$ cat src/rtl/fetch_unit.sv
// Instruction fetch stage: issues one imem request at a time, buffers the
// responses in a small FIFO and hands {pc, inst} to decode via valid/ready.
module fetch_unit #(
  parameter int DBITS     = 32,
  parameter int BUF_DEPTH = 2
) (
  input  logic             clk,
  input  logic             reset,
  input  logic [DBITS-1:0] pcIn,
  output logic             pcAdvance,
  input  logic             flush,
  output logic             imemReq,
  output logic [DBITS-1:0] imemAddr,
  input  logic             imemAck,
  input  logic [DBITS-1:0] imemData,
  output logic [DBITS-1:0] instOut,
  output logic [DBITS-1:0] instPc,
  output logic             instValid,
  input  logic             instReady
);

  localparam int AW = $clog2(BUF_DEPTH);
  localparam logic [AW:0] DEPTH_C = BUF_DEPTH[AW:0];

  localparam logic [1:0] ISSUE = 2'd0;
  localparam logic [1:0] WAIT  = 2'd1;
  localparam logic [1:0] DROP  = 2'd2;

  logic [1:0]       state;
  logic [AW:0]      count;
  logic [AW-1:0]    wr_ptr;
  logic [AW-1:0]    rd_ptr;
  logic [DBITS-1:0] pc_latch;
  logic [DBITS-1:0] inst_mem [BUF_DEPTH];
  logic [DBITS-1:0] pc_mem   [BUF_DEPTH];

  logic issue;
  logic push;
  logic pop;

  assign issue     = (state == ISSUE) && (count < DEPTH_C) && !flush;
  assign push      = (state == WAIT) && imemAck && !flush;
  assign instValid = (count != '0);
  assign pop       = instValid && instReady && !flush;
  assign pcAdvance = issue;
  assign instOut   = inst_mem[rd_ptr];
  assign instPc    = pc_mem[rd_ptr];

  // Request FSM: an ack in DROP belongs to a request killed by a redirect.
  always_ff @(posedge clk or negedge reset) begin
    if (!reset) begin
      state    <= ISSUE;
      imemReq  <= 1'b0;
      imemAddr <= '0;
      pc_latch <= '0;
    end else begin
      imemReq <= issue;
      if (issue) begin
        imemAddr <= pcIn;
        pc_latch <= pcIn;
      end
      case (state)
        ISSUE:   if (issue) state <= WAIT;
        WAIT: begin
          if (imemAck)    state <= ISSUE;
          else if (flush) state <= DROP;
        end
        DROP:    if (imemAck) state <= ISSUE;
        default: state <= ISSUE;
      endcase
    end
  end

  // Instruction FIFO; storage is cleared so the head reads 0 out of reset.
  always_ff @(posedge clk or negedge reset) begin
    if (!reset) begin
      count  <= '0;
      wr_ptr <= '0;
      rd_ptr <= '0;
      for (int i = 0; i < BUF_DEPTH; i++) begin
        inst_mem[i] <= '0;
        pc_mem[i]   <= '0;
      end
    end else if (flush) begin
      count  <= '0;
      rd_ptr <= wr_ptr;
    end else begin
      if (push) begin
        inst_mem[wr_ptr] <= imemData;
        pc_mem[wr_ptr]   <= pc_latch;
        wr_ptr           <= wr_ptr + 1'b1;
      end
      if (pop) rd_ptr <= rd_ptr + 1'b1;
      case ({push, pop})
        2'b10:   count <= count + 1'b1;
        2'b01:   count <= count - 1'b1;
        default: count <= count;
      endcase
    end
  end

endmodule

$ cat config.mk
export PLATFORM = sky130hd
export DESIGN_NAME = fetch_unit
export DESIGN_NICKNAME = d
export VERILOG_FILES = /design/src/rtl/fetch_unit.sv
export SDC_FILE = /design/constraint.sdc
export NUM_CORES = 1
export LEC_CHECK = 0
export ABC_CLOCK_PERIOD_IN_PS = 5200
export BUFFER_PORTS_ARGS = -buffer_cell sky130_fd_sc_hd__buf_2
export CAP_MARGIN = 20
export CORE_UTILIZATION = 45
export CTS_BUF_LIST = sky130_fd_sc_hd__clkbuf_16
export CTS_CLUSTER_SIZE = 8
export DETAILED_ROUTE_END_ITERATION = 12
export GPL_ROUTABILITY_DRIVEN = 0
export GPL_TIMING_DRIVEN = 0
export PLACE_DENSITY = 0.74
export SLEW_MARGIN = 20
export SYNTH_ARGS = -nofsm -noshare
export SYNTH_HDL_FRONTEND = slang
export SYNTH_SLANG_ARGS = --single-unit
$ cat constraint.sdc
create_clock -name clk -period 5.2 [get_ports clk]
set_input_delay 0.52 -clock clk [delete_from_list [all_inputs] [get_ports clk]]
set_output_delay 0.52 -clock clk [all_outputs]
set_load 0.02 [all_outputs]
## Word level (Yosys, flattened, before mapping)

Index checks and enable logic that the tools add are counted.

- Register bits after elaboration: 167
- Input bits: 69
- Output and inout bits: 99
- Logic and storage cells: 61

- $add $sub $neg: 4
- $lt $le $gt $ge: 4
- Eq/ne operators: 7
- Mux-type cells: 19
- Bitwise operators: 3
- Reduce and logical (&&, ||, !) cells: 14

Operators with widths:

| kind | count |
|---|---|
| $mux 32 | 7 |
| $bwmux 64 | 2 |
| $demux 32 s1 | 1 |
| $mux 2 | 5 |
| $logic_and 1x1->1 | 7 |
| $pmux 2 s3 | 1 |
| $eq 2x1->1 const B | 2 |
| $eq 2x2->1 const B | 2 |
| $ge 2x2->1 const B | 2 |
| $ne 2x2->1 const B | 2 |
| $not 1->2 | 2 |
| $pmux 2 s2 | 1 |
| $reduce_bool 2->1 | 2 |
| $ne 3x3->1 const B | 1 |
| $reduce_and 3->1 | 1 |
| $reduce_bool 3->1 | 1 |
| $add 1x1->1 const B | 2 |
| $add 2x1->2 const B | 1 |
| $logic_not 2->1 | 1 |
| $lt 2x1->1 const B | 1 |
| $lt 2x2->1 const B | 1 |
| $mux 1 | 2 |
| $reduce_and 2->1 | 1 |
| $sub 2x1->2 const B | 1 |
| other kinds (2) | 2 |

## Longest topological paths before layout

- Depth after elaboration: 6
- Depth in mapped cells: 5

## Worst setup path after synthesis

Ideal clock, no wire load.

- Path kind: input-to-output
- Start point: input port flush
- End point: output port pcAdvance
- Arrival time: 1487 ps
- Data required time: 4680 ps
- Slack: 3193 ps
- Stages on the path: 3
- Buffers on the path: 2
- Cell sequence: buf_2 nor4_2 buf_2

- Word-level cells in the longest chain between the ends: 2

Ends and longest elaborated chain:

| item | line | text |
|---|---|---|
| start, declared | 11 | `input logic flush,` |
| $logic_not 1->1 | 41 | `assign issue = (state == ISSUE) && (count < DEPTH_C) && !flush;` |
| $logic_and 1x1->1 | 41 |  |
| end, declared | 10 | `output logic pcAdvance,` |

Every way passes these cells.

## Final worst setup path

- Start point: register rd_ptr
- End point: output port instPc[20]

- Word-level cells in the longest chain between the ends: 4

Ends and longest elaborated chain:

| item | line | text |
|---|---|---|
| start, declared | 32 | `logic [AW-1:0] rd_ptr;` |
| start signal, assigned | 86 | `rd_ptr <= wr_ptr;` |
| start signal, assigned | 93 | `if (pop) rd_ptr <= rd_ptr + 1'b1;` |
| $not 1->2 (implied by the code) | 47 | `assign instPc = pc_mem[rd_ptr];` |
| $mux 32 (implied by the code) (3 in series) | 47 |  |
| end, declared | 17 | `output logic [DBITS-1:0] instPc,` |

Every way passes these cells. The select of a mux whose other input is x is not followed.

==> tab_implementation.tex <==
\begin{tabular}{lr}
\hline
Metric & Value \\
\hline
\multicolumn{2}{l}{\textbf{STA}} \\
\quad Final period util & approximately 58\% \\
\quad Setup Skew & 0.00720 ns \\
\quad Number of pins with negative max-slew slack in the final report & 0 \\
\quad Total negative setup slack & 0 ns \\
\quad Count of final setup violators & 0 \\
\quad Tightest slew margin relative to the limit & 43.3\% \\
\quad Unrepaired setup endpoints after global routing & no \\
\quad Maximum achievable frequency & 0.333 GHz \\
\quad Minimum period implied by the final worst setup slack & 3.01 ns \\
\quad Transition time at the pin with the least slew margin & 0.844 ns \\
\quad Final Hold Fails & 0 \\
\multicolumn{2}{l}{\textbf{Floorplanning}} \\
\quad Std cell rows & 46 \\
\quad Vert. Die Dim & 130 um \\
\quad Initial core utilization & 46.1\% \\
\quad Total Die Area & 16800 um2 \\
\quad Core area & 15900 um2 \\
\quad Number of I/O pins & between 150 and 200 \\
\quad DIE WIDTH & 130 um \\
\multicolumn{2}{l}{\textbf{Global routing}} \\
\quad Via count of the first global-routing pass & between 4000 and 5000 \\
\quad Largest net degree at the start of global routing & 92 \\
\quad Wire length of the first global-routing pass & 23900 um \\
\quad Overflow after GRT & 0 \\
\quad Initial antenna violation count & 0 \\
\quad Overall routing resource usage & 18.8\% \\
\multicolumn{2}{l}{\textbf{Logic synthesis}} \\
\quad Synth cell types & 27 \\
\quad Cell taking the most area after synthesis & sky130\_fd\_sc\_hd\_\_dfrtp\_1 \\
\quad Most area-consuming cells after synthesis & sky130\_fd\_sc\_hd\_\_dfrtp\_1 57\%, sky130\_fd\_sc\_hd\_\_mux2\_2 24\%, sky130\_fd\_sc\_hd\_\_mux2\_4 12\% \\
\quad Post-Syn Area per Cell & 16.6 um2 \\
\quad Total nets after synthesis & just over 500 \\
\quad Summed instance area of the synthesized netlist & 7330 um2 \\
\quad Asr flop ratio synth & 100\% \\
\quad Sequential share of the synthesized area & 57.0\% \\
\quad Main synth FF type & sky130\_fd\_sc\_hd\_\_dfrtp\_1 \\
\quad Post-synth EDFFs & 0 \\
\quad Count of state elements after synthesis & between 150 and 200 \\
\quad Share of the synthesized area in the top cell type & 57.0\% \\
\quad Warnings from Yosys & 0 \\
\quad Synthesized instance count & roughly 440 \\
\multicolumn{2}{l}{\textbf{Clocking}} \\
\quad Count of H-tree levels built during CTS & 4 \\
\quad Clock tree from TritonCTS & done \\
\quad Number of buffers inserted during clock tree synthesis & 17 \\
\quad Root cell of the clock tree & sky130\_fd\_sc\_hd\_\_clkbuf\_16 \\
\quad Quantity of gates resized following cts & 0 \\
\quad Postcts setup bufs & 0 \\
\quad Clk sink count & between 150 and 200 \\
\quad Clock Pin Slew Worst Setup and Hold Paths & about 0.06 ns \\
\quad Maximum clock insertion buffer count & 2 \\
\quad Worst skew pair latency & 0.42 ns \\
\quad Number of buffers inserted by hold repair at cts & 0 \\
\multicolumn{2}{l}{\textbf{Placement}} \\
\quad Port Buffer Count & 166 \\
\quad Placed wire-length estimate after detailed placement & around 10000 um \\
\multicolumn{2}{l}{\textbf{Routing}} \\
\quad Remaining routing DRC violations & 0 \\
\quad Routed met3 length & between 800 and 900 um \\
\quad Per-cell via count in the routed design & 5.02 \\
\quad Number of design-rule violations left by the first detailed-router iteration & about 110 \\
\quad Post-Route WL & 14900 um \\
\quad Routed length on met1 & 6480 um \\
\quad Metal2 WL & 7440 um \\
\quad Highest routed metal layer & met4 \\
\quad Detailed-route via count & 4292 \\
\quad Final routed wire length divided by cell count & 17.4 um \\
\quad Pre-Repair DR Iteration Count & 4 \\
\quad Residual antenna-violating net count after detailed routing & 0 \\
\multicolumn{2}{l}{\textbf{Pwr}} \\
\quad Leakage Power & 4.43 nW \\
\quad Overall Power & roughly 0.0057 W \\
\quad Peak supply drop & between 0.0002 and 0.0003 V \\
\quad Power per standard cell area & $\sim$630 nW/um2 \\
\multicolumn{2}{l}{\textbf{Job}} \\
\quad Number of max-capacitance violations reported & 0 \\
\multicolumn{2}{l}{\textbf{Final layout}} \\
\quad Number of nets in the layout & 696 \\
\quad Total inserted antenna cells & 0 \\
\quad Fraction of layout instances using a drive strength above 1 & between 60\% and 70\% \\
\quad Commonest cells after routing, fill and taps aside & 175 x sky130\_fd\_sc\_hd\_\_buf\_2, 167 x sky130\_fd\_sc\_hd\_\_dfrtp\_1, 158 x sky130\_fd\_sc\_hd\_\_mux2\_2 \\
\quad Relative area change from synthesis to final layout & 23.3\% \\
\quad Leading cell type in the layout, fill and taps excluded & sky130\_fd\_sc\_hd\_\_buf\_2 \\
\multicolumn{2}{l}{\textbf{Setup path}} \\
\quad Slowest CP cell & sky130\_fd\_sc\_hd\_\_clkbuf\_1 \\
\quad Critical Path Max Stage Delay & just over 0.6 ns \\
\quad Worst-path maximum fanout & 10 \\
\quad Most frequent CP cell & sky130\_fd\_sc\_hd\_\_clkbuf\_1 \\
\quad Setup crit end kind & output port \\
\quad Cell-by-cell listing of the critical path & clkbuf\_1, clkbuf\_1, mux2\_2, buf\_2 \\
\quad Arrival time at the worst endpoint & 2.49 ns \\
\quad Element type at the critical path start & flop \\
\quad Data required time of the critical path & 4.68 ns \\
\quad Critical path class & flop to output port \\
\multicolumn{2}{l}{\textbf{Worst hold path}} \\
\quad Worst hold path class & primary input to async pin \\
\multicolumn{2}{l}{\textbf{Run status}} \\
\quad Outcome & completed \\
\hline
\end{tabular}
worst max-delay path, delay by kind of cell, from the launching register on:
family | cells | cell delay (ns)
buffers and inverters | 3 | 1.32
muxes | 1 | 0.41
DFF | 1 | 0.33
area by class of cell:
type / instances / area (um2)
sequential: 167 / 4180
fill: 1304 / 6850
tap: 216 / 270
buffer: 24 / 208
inverter: 1 / 3.75
clock buffer: 17 / 425
clock inverter: 14 / 145
multi-input combinational: 249 / 2940
timing repair buffer: 167 / 868
through the flow:
step           area (um2)  util [%]  setup slack, ns  hold WS [ns]  std cells
2_1_floorplan        7330         -             3.19         0.224        441
3_3_place_gp         8430      53.1             1.18         0.463        823
3_5_place_dp         8470      53.3             2.53         0.480        824
4_1_cts              9040      56.9             2.09        0.0853        855
5_1_grt              9040      56.9             2.03        0.0935        855
6_report             9040      56.9             2.19        0.0531        855
report_power, final:
part           total (W)  switching, W  internal, W
clock network    0.00124      0.000495     0.000741
registers        0.00217      0.000314      0.00185
logic            0.00226       0.00109      0.00117
total            0.00567       0.00190      0.00376
per-layer routing:
layer	global-route usage [%]	up-vias
met5	0	-
met4	4.92	0
met3	6.15	10
met2	31.2	115
met1	23.6	2206
li1	-	1961
synth_stat cells, types with 2 or more instances:
master and n:
sky130_fd_sc_hd__nand2b_1 2, sky130_fd_sc_hd__buf_2 10, sky130_fd_sc_hd__buf_12 6, sky130_fd_sc_hd__dfrtp_1 167
sky130_fd_sc_hd__mux2_1 6, sky130_fd_sc_hd__mux2_2 158, sky130_fd_sc_hd__or2_2 2, sky130_fd_sc_hd__mux2_4 60
sky130_fd_sc_hd__a21oi_1 3, sky130_fd_sc_hd__o21ai_0 3, sky130_fd_sc_hd__nand3b_1 2, sky130_fd_sc_hd__clkbuf_1 7
flip-flops by register name (all words and copies together) (netlist names):
| register | count |
|---|---|
| wr_ptr | 1 |
| imemReq | 1 |
| state | 2 |
| rd_ptr | 1 |
| count | 2 |
| pc_latch | 32 |
| pc_mem | 64 |
| inst_mem | 64 |
worst paths after layout:
check / depth (start not counted) / startpoint / slack [ns] / to
hold / removal: 1 / reset / 0.05 / inst_mem[17]
max in group asynchronous: 2 / reset / 4.30 / pc_mem[15]
hold reg to reg: 1 / inst_mem[49] / 0.49 / inst_mem[49]
setup reg to reg: 3 / state[1] / 3.10 / pc_latch[24]
min in group clk: 2 / imemAck / 0.32 / state[1]
setup / recovery: 4 / rd_ptr / 2.19 / instPc[20]
logic make-up (layout without fill, tap and decap cells):
kind of cell,after synthesis,in the layout,synth area share (%)
AO/OA/AOI/OAI,8,8,0.666
AND/OR/NAND/NOR,15,15,1.67
XOR/XNOR,2,2,0.239
multiplexers,224,224,37.5
flip-flops,167,167,57.0
buffers and inverters,25,223,2.89
Note: power is estimated with default switching activity, not from simulation.
